===== src/rtl/uart_tx_arbiter_if.sv =====
// Requester-side handshake bundle for uart_tx_arbiter: per-requester valid/ready,
// packed byte lanes and per-requester parity configuration.
interface uart_tx_arbiter_if #(
    parameter int NUM_REQ    = 4,
    parameter int DATA_WIDTH = 8
);
    logic [NUM_REQ-1:0]            req_valid;
    logic [NUM_REQ-1:0]            req_ready;
    logic [NUM_REQ*DATA_WIDTH-1:0] req_data;
    logic [NUM_REQ-1:0]            cfg_par_en;
    logic [NUM_REQ-1:0]            cfg_par_type;

    modport master (
        output req_valid, req_data, cfg_par_en, cfg_par_type,
        input  req_ready
    );

    modport slave (
        input  req_valid, req_data, cfg_par_en, cfg_par_type,
        output req_ready
    );
endinterface


===== src/rtl/uart_tx_arbiter.sv =====
// Round-robin scheduler sharing one UART_TX among NUM_REQ byte requesters,
// sequencing Data_valid/Busy one frame at a time with a start timeout.
module uart_tx_arbiter #(
    parameter int NUM_REQ       = 4,
    parameter int DATA_WIDTH    = 8,
    parameter int START_TIMEOUT = 4,
    localparam int ID_W         = (NUM_REQ > 1) ? $clog2(NUM_REQ) : 1,
    localparam int CNT_W        = $clog2(START_TIMEOUT)
) (
    input  logic                  clk,
    input  logic                  rst,
    input  logic                  enable,
    uart_tx_arbiter_if.slave      req,
    output logic                  Data_valid,
    output logic [DATA_WIDTH-1:0] P_data,
    output logic                  Par_en,
    output logic                  Par_type,
    input  logic                  Busy,
    output logic [ID_W-1:0]       grant_id,
    output logic                  active,
    output logic                  frame_done,
    output logic                  err_timeout
);

    typedef enum logic [2:0] {ARB, LOAD, WAIT_BUSY, SENDING, DONE} state_t;

    state_t                state;
    logic [ID_W-1:0]       rr_ptr;
    logic [CNT_W-1:0]      start_cnt;
    logic [ID_W-1:0]       winner;
    logic                  found;
    logic                  grant;
    logic [DATA_WIDTH-1:0] win_data;
    logic [ID_W-1:0]       next_id;

    // Scan requesters starting at rr_ptr; the first valid one wins.
    always_comb begin
        int              idx;
        logic [ID_W-1:0] sel;
        winner = '0;
        found  = 1'b0;
        idx    = 0;
        sel    = '0;
        for (int k = 0; k < NUM_REQ; k++) begin
            idx = int'(rr_ptr) + k;
            if (idx >= NUM_REQ) idx = idx - NUM_REQ;
            sel = ID_W'(idx);
            if (!found && req.req_valid[sel]) begin
                found  = 1'b1;
                winner = sel;
            end
        end
    end

    always_comb begin
        win_data = '0;
        for (int i = 0; i < NUM_REQ; i++) begin
            if (winner == ID_W'(i)) win_data = req.req_data[i*DATA_WIDTH +: DATA_WIDTH];
        end
    end

    // Gated by rst so no accept strobe leaks out while the block is held in reset.
    assign grant         = rst && enable && !Busy && (state == ARB) && found;
    assign req.req_ready = grant ? (NUM_REQ'(1) << winner) : '0;
    assign active        = (state != ARB);
    assign next_id       = (grant_id == ID_W'(NUM_REQ - 1)) ? '0 : grant_id + 1'b1;

    always_ff @(posedge clk or negedge rst) begin
        if (!rst) begin
            state       <= ARB;
            rr_ptr      <= '0;
            grant_id    <= '0;
            start_cnt   <= '0;
            Data_valid  <= 1'b0;
            P_data      <= '0;
            Par_en      <= 1'b0;
            Par_type    <= 1'b0;
            frame_done  <= 1'b0;
            err_timeout <= 1'b0;
        end else begin
            Data_valid  <= 1'b0;
            frame_done  <= 1'b0;
            err_timeout <= 1'b0;
            case (state)
                ARB: begin
                    if (grant) begin
                        P_data     <= win_data;
                        Par_en     <= req.cfg_par_en[winner];
                        Par_type   <= req.cfg_par_type[winner];
                        grant_id   <= winner;
                        Data_valid <= 1'b1;
                        state      <= LOAD;
                    end
                end
                LOAD: begin
                    start_cnt <= '0;
                    state     <= WAIT_BUSY;
                end
                WAIT_BUSY: begin
                    if (Busy) begin
                        state <= SENDING;
                    end else begin
                        start_cnt <= start_cnt + 1'b1;
                        // Counter is about to reach START_TIMEOUT-1: give up on this byte.
                        if (start_cnt == CNT_W'(START_TIMEOUT - 2)) begin
                            err_timeout <= 1'b1;
                            rr_ptr      <= next_id;
                            state       <= ARB;
                        end
                    end
                end
                SENDING: begin
                    if (!Busy) begin
                        frame_done <= 1'b1;
                        state      <= DONE;
                    end
                end
                DONE: begin
                    rr_ptr <= next_id;
                    state  <= ARB;
                end
                default: state <= ARB;
            endcase
        end
    end

endmodule


===== src/flat_wrapper.sv =====
// flat-port wrapper written by rule: the top's interface ports become plain ports
module uart_tx_arbiter_flat 
#(
    parameter int NUM_REQ       = 4,
    parameter int DATA_WIDTH    = 8,
    parameter int START_TIMEOUT = 4,
    localparam int ID_W         = (NUM_REQ > 1) ? $clog2(NUM_REQ) : 1,
    localparam int CNT_W        = $clog2(START_TIMEOUT)
)
  (clk, rst, enable, Data_valid, P_data, Par_en, Par_type, Busy, grant_id, active, frame_done, err_timeout, req_req_valid, req_req_data, req_cfg_par_en, req_cfg_par_type, req_req_ready);
  uart_tx_arbiter_if #(.NUM_REQ(NUM_REQ), .DATA_WIDTH(DATA_WIDTH)) req_i ();
  input  logic clk;
  input  logic rst;
  input  logic enable;
  output logic Data_valid;
  output logic [DATA_WIDTH-1:0] P_data;
  output logic Par_en;
  output logic Par_type;
  input  logic Busy;
  output logic [ID_W-1:0] grant_id;
  output logic active;
  output logic frame_done;
  output logic err_timeout;
  input wire logic [$bits(req_i.req_valid)-1:0] req_req_valid;
  input wire logic [$bits(req_i.req_data)-1:0] req_req_data;
  input wire logic [$bits(req_i.cfg_par_en)-1:0] req_cfg_par_en;
  input wire logic [$bits(req_i.cfg_par_type)-1:0] req_cfg_par_type;
  output wire logic [$bits(req_i.req_ready)-1:0] req_req_ready;
  assign req_i.req_valid = req_req_valid;
  assign req_i.req_data = req_req_data;
  assign req_i.cfg_par_en = req_cfg_par_en;
  assign req_i.cfg_par_type = req_cfg_par_type;
  assign req_req_ready = req_i.req_ready;
  uart_tx_arbiter #(.NUM_REQ(NUM_REQ), .DATA_WIDTH(DATA_WIDTH), .START_TIMEOUT(START_TIMEOUT)) u_core (.clk(clk), .rst(rst), .enable(enable), .req(req_i), .Data_valid(Data_valid), .P_data(P_data), .Par_en(Par_en), .Par_type(Par_type), .Busy(Busy), .grant_id(grant_id), .active(active), .frame_done(frame_done), .err_timeout(err_timeout));
endmodule

===== config.mk =====
export PLATFORM = sky130hd
export DESIGN_NAME = uart_tx_arbiter_flat
export DESIGN_NICKNAME = d
export VERILOG_FILES = /design/src/rtl/uart_tx_arbiter_if.sv /design/src/rtl/uart_tx_arbiter.sv /design/src/flat_wrapper.sv
export SDC_FILE = /design/constraint.sdc
export NUM_CORES = 1
export LEC_CHECK = 0
export CORE_UTILIZATION = 40
export CTS_CLUSTER_SIZE = 16
export DETAILED_ROUTE_END_ITERATION = 12
export PLACE_DENSITY = 0.8
export SETUP_SLACK_MARGIN = 0.5
export SLEW_MARGIN = 20
export SYNTH_ARGS = -nofsm -noshare
export SYNTH_HDL_FRONTEND = slang
export SYNTH_SLANG_ARGS = --single-unit
export TNS_END_PERCENT = 20

===== constraint.sdc =====
create_clock -name clk -period 4.1 [get_ports clk]
set_input_delay 0.82 -clock clk [delete_from_list [all_inputs] [get_ports clk]]
set_output_delay 0.82 -clock clk [all_outputs]
set_load 0.005 [all_outputs]

==> impl_metrics.yaml, run 1 <==
run:
  maxCapViolations: 0
timing:
  slew_headroom_pct: 64.72
  hold_viol: 0
  rsz0062_at_grt: "yes"
  clock.fmax_ghz: 0.2775
  fin_crit_sh_pct: 87.88
  layout_setup_ws_ns: 0.4969
  worst_pin_slew_ns: 0.5244
  drv_slew: 0
  layout_min_cycle_time_ns: 3.603
  final.setup.tns_ns: 0
  clock_skew_ns: 0.003951
  setup_violations: 0
logic_synthesis:
  syn_nets: 187
  yosysUniqueCellTypes: 39
  ys_dominant_reg_cell: "dfrtp_1"
  post_synth.cell_area_avg_um2: 9.909
  synth_warnings: 0
  async_flop_share_pct: 100.0
  synth_top_area_cell: "dfrtp_1"
  synth.cell_area_mm2: 0.001358
  synthCells: 137
  seq_area_frac_synth_pct: 40.55
  synth.area.top_cells: "dfrtp_1 (41%), mux2i_1 (7.4%), a221oi_1 (6.5%), o32ai_1 (5.8%), a21boi_0 (5.5%)"
  ys_ff_latch: 22
  synth_top_area_share_pct: 40.55
  synth_edf_count: 0
die:
  placementRows: 20
  die_w_um: 60.26
  initial_utilization_pct: 43.40
  io_pins: 68
  core_mm2: 0.003128
  die_area_mm2: 0.003631
  dieHeight_um: 60.26
route:
  vias: 1415
  post_drt_via_cell_ratio: 5.484
  dr.pass1.iters: 4
  drc_errors: 0
  drtAntennaViolNets: 0
  wl_per_cell_um: 16.30
  first_iter_violations: 68
  routed_wl_mm: 4.206
place:
  dp_hpwl_mm: 3.164
  place_ws_ns: 0.3330
  dpl.cell_count: 249
  place.gp.congestion: 0.8550
  port-buffer-count: 67
power_and_ir_drop:
  p_leak_nw: 0.9521
  p_sw_mw: 0.3839
  power.density_mw_per_mm2: 493.3
  cellInternalPower_mw: 0.7086
  combPwrFrac_pct: 52.7
  pwr-share-clk_pct: 11.2
  swShare_pct: 35.14
  irDropWorstVdd_v: 0.0003015
  seqPwrFrac_pct: 36.1
worst_hold_path:
  worst_hold_path_type: "reg -> reg"
  hold_depth: 2
clocking:
  clockBufferDepth: 2
  cts_tree: "done"
  cts_hold_buf: 0
  path_clk_slew_ns: 0.13
  clkLatencyLatePin_ns: 0.31
  htree_levels: 1
  cts_root_buf: "clkbuf_4"
  cts_sinks: 22
  cts_made_buffers: 3
global_routing:
  grt_remaining_overflow: 0
  antenna_found_initial: 0
  grt_max_degree: 23
  grt_pass1_vias: 1419
  grt_first_pass_wirelength_mm: 6.513
  track_usage_pct: 23.78
outcome:
  status: "finished, final reports clean"
critical_path:
  cp-start-kind: "input pin"
  cp.required_ns: 3.28
  path_max_fanout: 6
  criticalPathCategory: "in -> out"
  reg2reg_slack_ns: 2.02
  crit_arrival_ns: 2.78
  reg2reg_depth: 7
  critPathCaptureType: "output port"
cells_and_area:
  layout-drive-gt1-share_pct: 14.49
  antenna_cells: 0
  finalCoreUtilization_pct: 70.80
  nFillCells: 232
  finalNonFillerCells: 258
  syn_to_final_growth_pct: 63.13
  nets: 265
-- through the flow --
stage	hold slack, ns	power, mW	instance area (um^2)
floorplan	0.4736	0.6545	1358
global placement	0.4972	0.9217	2108
detailed placement	0.5098	0.9384	2108
CTS	0.5380	1.082	2198
global route	0.5976	1.174	2215
finish	0.5345	1.093	2215
-- kinds of logic after synthesis --
logic type,count (synthesis),synth area share [%]
AO/OA/AOI/OAI,44,25.62
adder cells (fa/ha/maj),2,1.843
buffers and inverters,23,7.558
flip-flops,22,40.55
multiplexers,13,9.862
AND/OR/NAND/NOR,33,14.56
-- cells in the mapped netlist (2+ instances only) --
cell / n
buf_2: 4
nand2_1: 6
ha_1: 2
mux2_2: 3
a21boi_0: 10
inv_1: 14
dfrtp_1: 22
o21ai_0: 4
a221oi_1: 10
nor4b_1: 2
clkbuf_1: 3
nor2_1: 10
a21oi_1: 4
mux2i_1: 10
o32ai_1: 9
-- registers in the layout, indices dropped and copies added, names as in the netlist --
| register | cells |
|---|---|
| u_core.rr_ptr | 2 |
| u_core.Data_valid | 1 |
| u_core.err_timeout | 1 |
| u_core.grant_id | 2 |
| u_core.Par_en | 1 |
| u_core.Par_type | 1 |
| u_core.frame_done | 1 |
| u_core.start_cnt | 2 |
| u_core.state | 3 |
| u_core.P_data | 8 |
-- layer usage --
layer / vias to the layer above / global-route usage (%) / wire length [um]
met5: - / 0 / 0
li1: 671 / - / -
met3: 4 / 5.411 / 395
met4: 0 / 5.316 / 29
met2: 66 / 43.96 / 2115
met1: 674 / 27.45 / 1666
-- critical path, cell delays in order --
cell             delay, ns
clkdlybuf4s50_1       0.42
or3_4                 0.36
nor4_4                0.27
buf_6                 0.16
and4_4                0.24
clkdlybuf4s50_1       0.51
-- area by class of cell --
class / instances / area (um^2) / share of cell area, %
inverters: 14 / 52.55 / 2.373
clock buffers: 4 / 36.28 / 1.638
multi-input cells: 92 / 724.4 / 32.71
repair buffers: 82 / 795.8 / 35.93
flip-flops and latches: 22 / 550.5 / 24.86
well taps: 44 / 55.05 / 2.486
-- final timing paths --
kind                                      from                  end
hold / removal             u_core.start_cnt[1]  u_core.start_cnt[1]
max in group asynchronous                  rst     u_core.P_data[5]
min in group asynchronous                  rst     u_core.rr_ptr[1]
setup / recovery                          Busy     req_req_ready[3]
hold reg to reg            u_core.start_cnt[1]  u_core.start_cnt[1]
setup reg to reg               u_core.state[0]     u_core.P_data[2]
-- power by group through the flow --
stage	Clock (mW)	Sequential, mW	Combinational (mW)
after floorplan	0	0.379	0.276
after global placement	0	0.394	0.528
after detailed placement	0	0.397	0.541
after CTS	0.121	0.392	0.568
after global routing	0.136	0.408	0.630
final	0.122	0.395	0.576
-- cell usage in the layout, fill, tap and decap left out, types with 2 or more instances in the layout --
master,count
nand2_1,6
o32ai_1,9
a21boi_0,10
clkdlybuf4s50_1,65
nor4b_1,2
nor2_1,10
o21ai_0,3
a21oi_1,4
dfrtp_1,22
mux2_2,3
mux2i_1,10
a221oi_1,10
inv_1,14
clkbuf_4,3
buf_6,3
ha_1,2
buf_4,12
-- what timing repair did --
item / in CTS / in global routing
resized for setup: 6 / 4
hold endpoints to repair: 0 / 0
setup endpoints to repair: 4 / 3
setup buffers: 4 / 1
pin swaps: 4 / 2
No activity file was read; power rests on OpenSTA's default activity.
==> run 2, diff against run 1 <==
CAP_MARGIN = 20   (was default)
CORE_MARGIN = 2   (was default)
==> impl_metrics.yaml, run 2 (same netlist as run 1, synthesis figures left out) <==
cells_and_area:
  layout_common_cells: "clkdlybuf4s50_1 (65), dfrtp_1 (22), buf_4 (16)"
  layout-drive-gt1-share_pct: 15.28
  top_regs: "u_core.P_data (8), u_core.state (3)"
  nFillCells: 255
  layout.cells.most_common: "clkdlybuf4s50_1"
  largest_reg_flops: 8
  syn_to_final_growth_pct: 65.07
  nets: 267
  design_area_mm2: 0.002241
  top_register: "u_core.P_data"
  antenna_cells: 0
clocking:
  clockBufferDepth: 2
  clkLatencyLatePin_ns: 0.32
  cts_sinks: 22
  htree_levels: 1
  cts_root_buf: "clkbuf_4"
  path_clk_slew_ns: 0.12
  cts_made_buffers: 3
  cts_tree: "done"
critical_path:
  cp.required_ns: 3.28
  cp-start-kind: "input pin"
  critPathMaxStageDelay_ns: 0.52
  timing.rr.start: "u_core.state[0]"
  criticalPathCategory: "in -> out"
  path_max_fanout: 7
  worstPathCellList: "clkdlybuf4s50_1 > or3_4 > nor4_4 > buf_6 > and4_1 > clkdlybuf4s50_1"
  reg2reg_depth: 6
  crit_arrival_ns: 2.78
  reg2reg_slack_ns: 2.06
  critPathCaptureType: "output port"
  crit_top_cell: "clkdlybuf4s50_1"
  critPathSlowestCell: "clkdlybuf4s50_1"
  rr_endpoint: "u_core.P_data[3]"
global_routing:
  grt_pass1_vias: 1510
  grt_first_pass_wirelength_mm: 7.086
  antenna_found_initial: 0
  track_usage_pct: 22.42
  grt_max_degree: 23
  grt_remaining_overflow: 0
power_and_ir_drop:
  power.density_mw_per_mm2: 505.9
  irDropWorstVdd_v: 0.0002815
  p_leak_nw: 0.9669
route:
  post_drt_via_cell_ratio: 5.550
  dr.pass1.iters: 4
  drc_errors: 0
  highest_layer: "met4"
  first_iter_violations: 80
  drtAntennaViolNets: 0
  routed_wl_mm: 4.218
  wl_met2_mm: 2.033
  wl_per_cell_um: 16.10
  routed-wl-met3_um: 358
  vias: 1454
  wl_met1_mm: 1.777
place:
  port-buffer-count: 67
  dpl_cell_area_mm2: 0.002103
  place.gp.congestion: 0.8084
  dp_hpwl_mm: 3.165
timing:
  drv_slew: 0
  setup_violations: 0
  rsz0062_at_grt: "yes"
  hold_viol: 0
  fin_crit_sh_pct: 87.87
  clock.fmax_ghz: 0.2776
  slew_headroom_pct: 64.38
  worst_pin_slew_ns: 0.5288
  layout_min_cycle_time_ns: 3.603
  clock_skew_ns: 0.01061
  final.setup.tns_ns: 0
die:
  io_pins: 68
  dieHeight_um: 62.26
  die_w_um: 62.26
  initial_utilization_pct: 41.33
  placementRows: 21
  core_mm2: 0.003284
  die_area_mm2: 0.003876
run:
  maxCapViolations: 0
worst_hold_path:
  worst_hold_path_type: "reg -> reg"
  min_from: "u_core.start_cnt[1]"
  holdPathEnd: "u_core.start_cnt[1]"
  hold_depth: 2
outcome:
  status: "finished, final reports clean"
run 2: changes by cell type in the layout (fill, tap and decap cells not counted), sizes merged:
cell,before,now
bufinv,0,1
clkbuf,4,3
buf,15,17
run 2: report_power, final:
part	total (mW)	internal [mW]	switching, mW
clock network	0.169	0.0989	0.0698
logic	0.568	0.335	0.233
registers	0.397	0.309	0.0886
total	1.13	0.743	0.391
run 2: routing by layer:
| metal | vias to the layer above | track usage, % |
|---|---|---|
| li1 | 679 | - |
| met5 | - | 0 |
| met2 | 74 | 38.99 |
| met1 | 695 | 27.35 |
| met3 | 6 | 5.435 |
| met4 | 0 | 7.222 |
run 2: area by class of cell:
class | instances | area (um^2) | share of cell area [%]
timing repair buffer | 84 | 803.3 | 35.85
tap | 46 | 57.56 | 2.568
multi-input combinational | 92 | 724.4 | 32.33
clock buffer | 3 | 22.52 | 1.005
sequential | 22 | 550.5 | 24.57
clock inverter | 1 | 30.03 | 1.340
inverter | 14 | 52.55 | 2.345
run 2: timing repair:
| item | in CTS | in global routing |
|---|---|---|
| setup endpoints to repair | 4 | 3 |
| hold buffers | 0 | 0 |
| resized for setup | 4 | 3 |
| buffers inserted | 5 | 3 |
| pin swaps | 1 | 3 |
run 2: how the worst max path moves through the flow:
stage / from / end / slack, ns / depth (start not counted)
after detailed placement: Busy / req_req_ready[1] / 0.32 / 7
after floorplan: Busy / req_req_ready[0] / 1.12 / 5
final: Busy / req_req_ready[3] / 0.50 / 6
after CTS: req_req_valid[3] / req_req_ready[3] / 0.41 / 6
after global routing: Busy / req_req_ready[1] / 0.42 / 7
after global placement: Busy / req_req_ready[1] / 0.35 / 7
run 2: through the flow:
stage	power, mW	util, %	cells	hold WS (ns)	setup slack, ns
final	1.134	68.23	262	0.5568	0.4971
after global routing	1.216	68.23	262	0.5842	0.4223
after CTS	1.125	67.31	259	0.5500	0.4057
after detailed placement	0.9399	64.04	250	0.5225	0.3215
after global placement	0.9153	64.04	250	0.4983	0.3457
after floorplan	0.6545	-	137	0.4736	1.120
run 2: worst max-delay path: cells and delay by family:
kind | cells | cell delay [ns]
buf+inv | 3 | 1.10
simple gates | 3 | 0.85
==> run 3, diff against run 2 <==
CORE_ASPECT_RATIO = 0.9   (was default)
CORE_UTILIZATION = 43   (was 40)
PLACE_DENSITY = 0.85   (was 0.8)
==> impl_metrics.yaml, run 3 (same netlist as run 1, synthesis figures left out) <==
outcome:
  status: "finished, final reports clean"
global_routing:
  use_met3_pct: 4.142
  grt_max_degree: 23
  grt_use_met1_pct: 31.77
  use_met2_pct: 43.31
  grt_remaining_overflow: 0
  antenna_found_initial: 0
  top_usage_layer: "met2"
  grt_pass1_vias: 1480
  track_usage_pct: 25.11
  grt_first_pass_wirelength_mm: 7.044
die:
  die_area_mm2: 0.003623
  placementRows: 19
  die_w_um: 63.23
  core_mm2: 0.003043
  io_pins: 68
  dieHeight_um: 57.31
  initial_utilization_pct: 44.61
timing:
  hold_viol: 0
  hold_ws_ns: 0.5615
  clock_skew_ns: 0.01337
  layout_setup_ws_ns: 0.3450
  fin_crit_sh_pct: 91.59
  drv_slew: 0
  layout_min_cycle_time_ns: 3.755
  slew_headroom_pct: 63.11
  clock.fmax_ghz: 0.2663
  setup_violations: 0
  worst_pin_slew_ns: 0.5475
  rsz0062_at_grt: "yes"
  final.setup.tns_ns: 0
power_and_ir_drop:
  pwr-share-clk_pct: 11.4
  cellInternalPower_mw: 0.7020
  seqPwrFrac_pct: 36.5
  p_sw_mw: 0.4012
  irDropWorstVdd_v: 0.0002912
  swShare_pct: 36.37
  p_leak_nw: 0.9590
  power.density_mw_per_mm2: 496.5
  combPwrFrac_pct: 52.1
cells_and_area:
  antenna_cells: 0
  largest_reg_flops: 8
  nets: 267
  layout.cells.most_common: "clkdlybuf4s50_1"
  top_regs: "u_core.P_data (8), u_core.state (3)"
  top_register: "u_core.P_data"
  layout_common_cells: "clkdlybuf4s50_1 (65), dfrtp_1 (22), buf_4 (17)"
  finalCoreUtilization_pct: 73.03
  syn_to_final_growth_pct: 63.69
  layout-drive-gt1-share_pct: 15.74
place:
  dp_hpwl_mm: 3.284
  place.gp.congestion: 0.8110
  port-buffer-count: 67
  place_ws_ns: 0.1243
route:
  drtAntennaViolNets: 0
  drc_errors: 0
  wl_per_cell_um: 17.55
  first_iter_violations: 76
  post_drt_via_cell_ratio: 5.705
  vias: 1472
  dr.pass1.iters: 4
  routed_wl_mm: 4.527
critical_path:
  crit_arrival_ns: 2.94
  path_max_fanout: 6
  critPathCaptureType: "output port"
  cp.required_ns: 3.28
  criticalPathCategory: "in -> out"
  cp-start-kind: "input pin"
run:
  maxCapViolations: 0
clocking:
  cts_sinks: 22
  cts_root_buf: "clkbuf_4"
  cts_hold_buf: 0
  clockBufferDepth: 2
  cts_tree: "done"
  cts_made_buffers: 3
  path_clk_slew_ns: 0.12
  htree_levels: 1
  clkLatencyLatePin_ns: 0.32
worst_hold_path:
  worst_hold_path_type: "reg -> reg"
run 3: cell count changes in the layout (fill, tap and decap cells not counted):
| cell | previous run | this run |
|---|---|---|
| buf_4 | 16 | 17 |
| nor2b_1 | 1 | 0 |
| nor2_2 | 2 | 1 |
| buf_6 | 1 | 0 |
| bufinv_16 | 1 | 0 |
| nor2_1 | 8 | 9 |
| nor4_1 | 1 | 0 |
| clkbuf_8 | 0 | 1 |
| nor4_2 | 0 | 1 |
| nor2b_2 | 0 | 1 |
run 3: cell type report:
cell class,instances,area [um^2]
clock buffer,4,36.28
fill,231,820.8
inverter,14,52.55
multi-input combinational,92,730.7
sequential,22,550.5
tap,42,52.55
timing repair buffer,84,799.5
run 3: routing by layer:
| metal | share of wire (%) | routed length, um |
|---|---|---|
| met2 | 51 | 2314 |
| met1 | 40 | 1831 |
| met5 | 0 | 0 |
| met3 | 5.0 | 226 |
| met4 | 3.4 | 155 |
run 3: worst max-delay path: stages:
cell and delay [ns]:
clkdlybuf4s50_1 0.54, a21bo_2 0.24, a32oi_2 0.34, nand2_1 0.19, and2_1 0.20, nor2b_2 0.16
clkdlybuf4s50_1 0.45
run 3: power by group through the flow:
stage | Combinational [mW] | Sequential [mW] | Clock, mW
2_1_floorplan | 0.276 | 0.379 | 0
3_3_place_gp | 0.514 | 0.396 | 0
3_5_place_dp | 0.536 | 0.404 | 0
4_1_cts | 0.553 | 0.400 | 0.130
5_1_grt | 0.624 | 0.414 | 0.135
6_report | 0.575 | 0.403 | 0.126
run 3: repair_timing:
item / in CTS / in global routing
pin swaps: 2 / 2
endpoints found under the setup margin: 4 / 4
resized for setup: 4 / 3
setup buffers: 5 / 3
run 3: through the flow:
| step | std cells | total power [mW] | cell area [um^2] |
|---|---|---|---|
| CTS | 255 | 1.083 | 2188 |
| finish | 258 | 1.103 | 2222 |
| global route | 258 | 1.173 | 2222 |
| floorplan | 137 | 0.6545 | 1358 |
| global placement | 246 | 0.9106 | 2098 |
| detailed placement | 246 | 0.9399 | 2098 |
run 3: worst paths after layout:
check	start	end	slack, ns	cells after the start
hold / removal	u_core.start_cnt[0]	u_core.start_cnt[0]	0.56	2
setup reg to reg	u_core.state[0]	u_core.P_data[4]	1.99	7
setup / recovery	req_req_valid[1]	req_req_ready[0]	0.34	7
hold reg to reg	u_core.start_cnt[0]	u_core.start_cnt[0]	0.56	2
min in group asynchronous	rst	u_core.P_data[0]	0.88	2
max in group asynchronous	rst	u_core.rr_ptr[0]	2.98	2
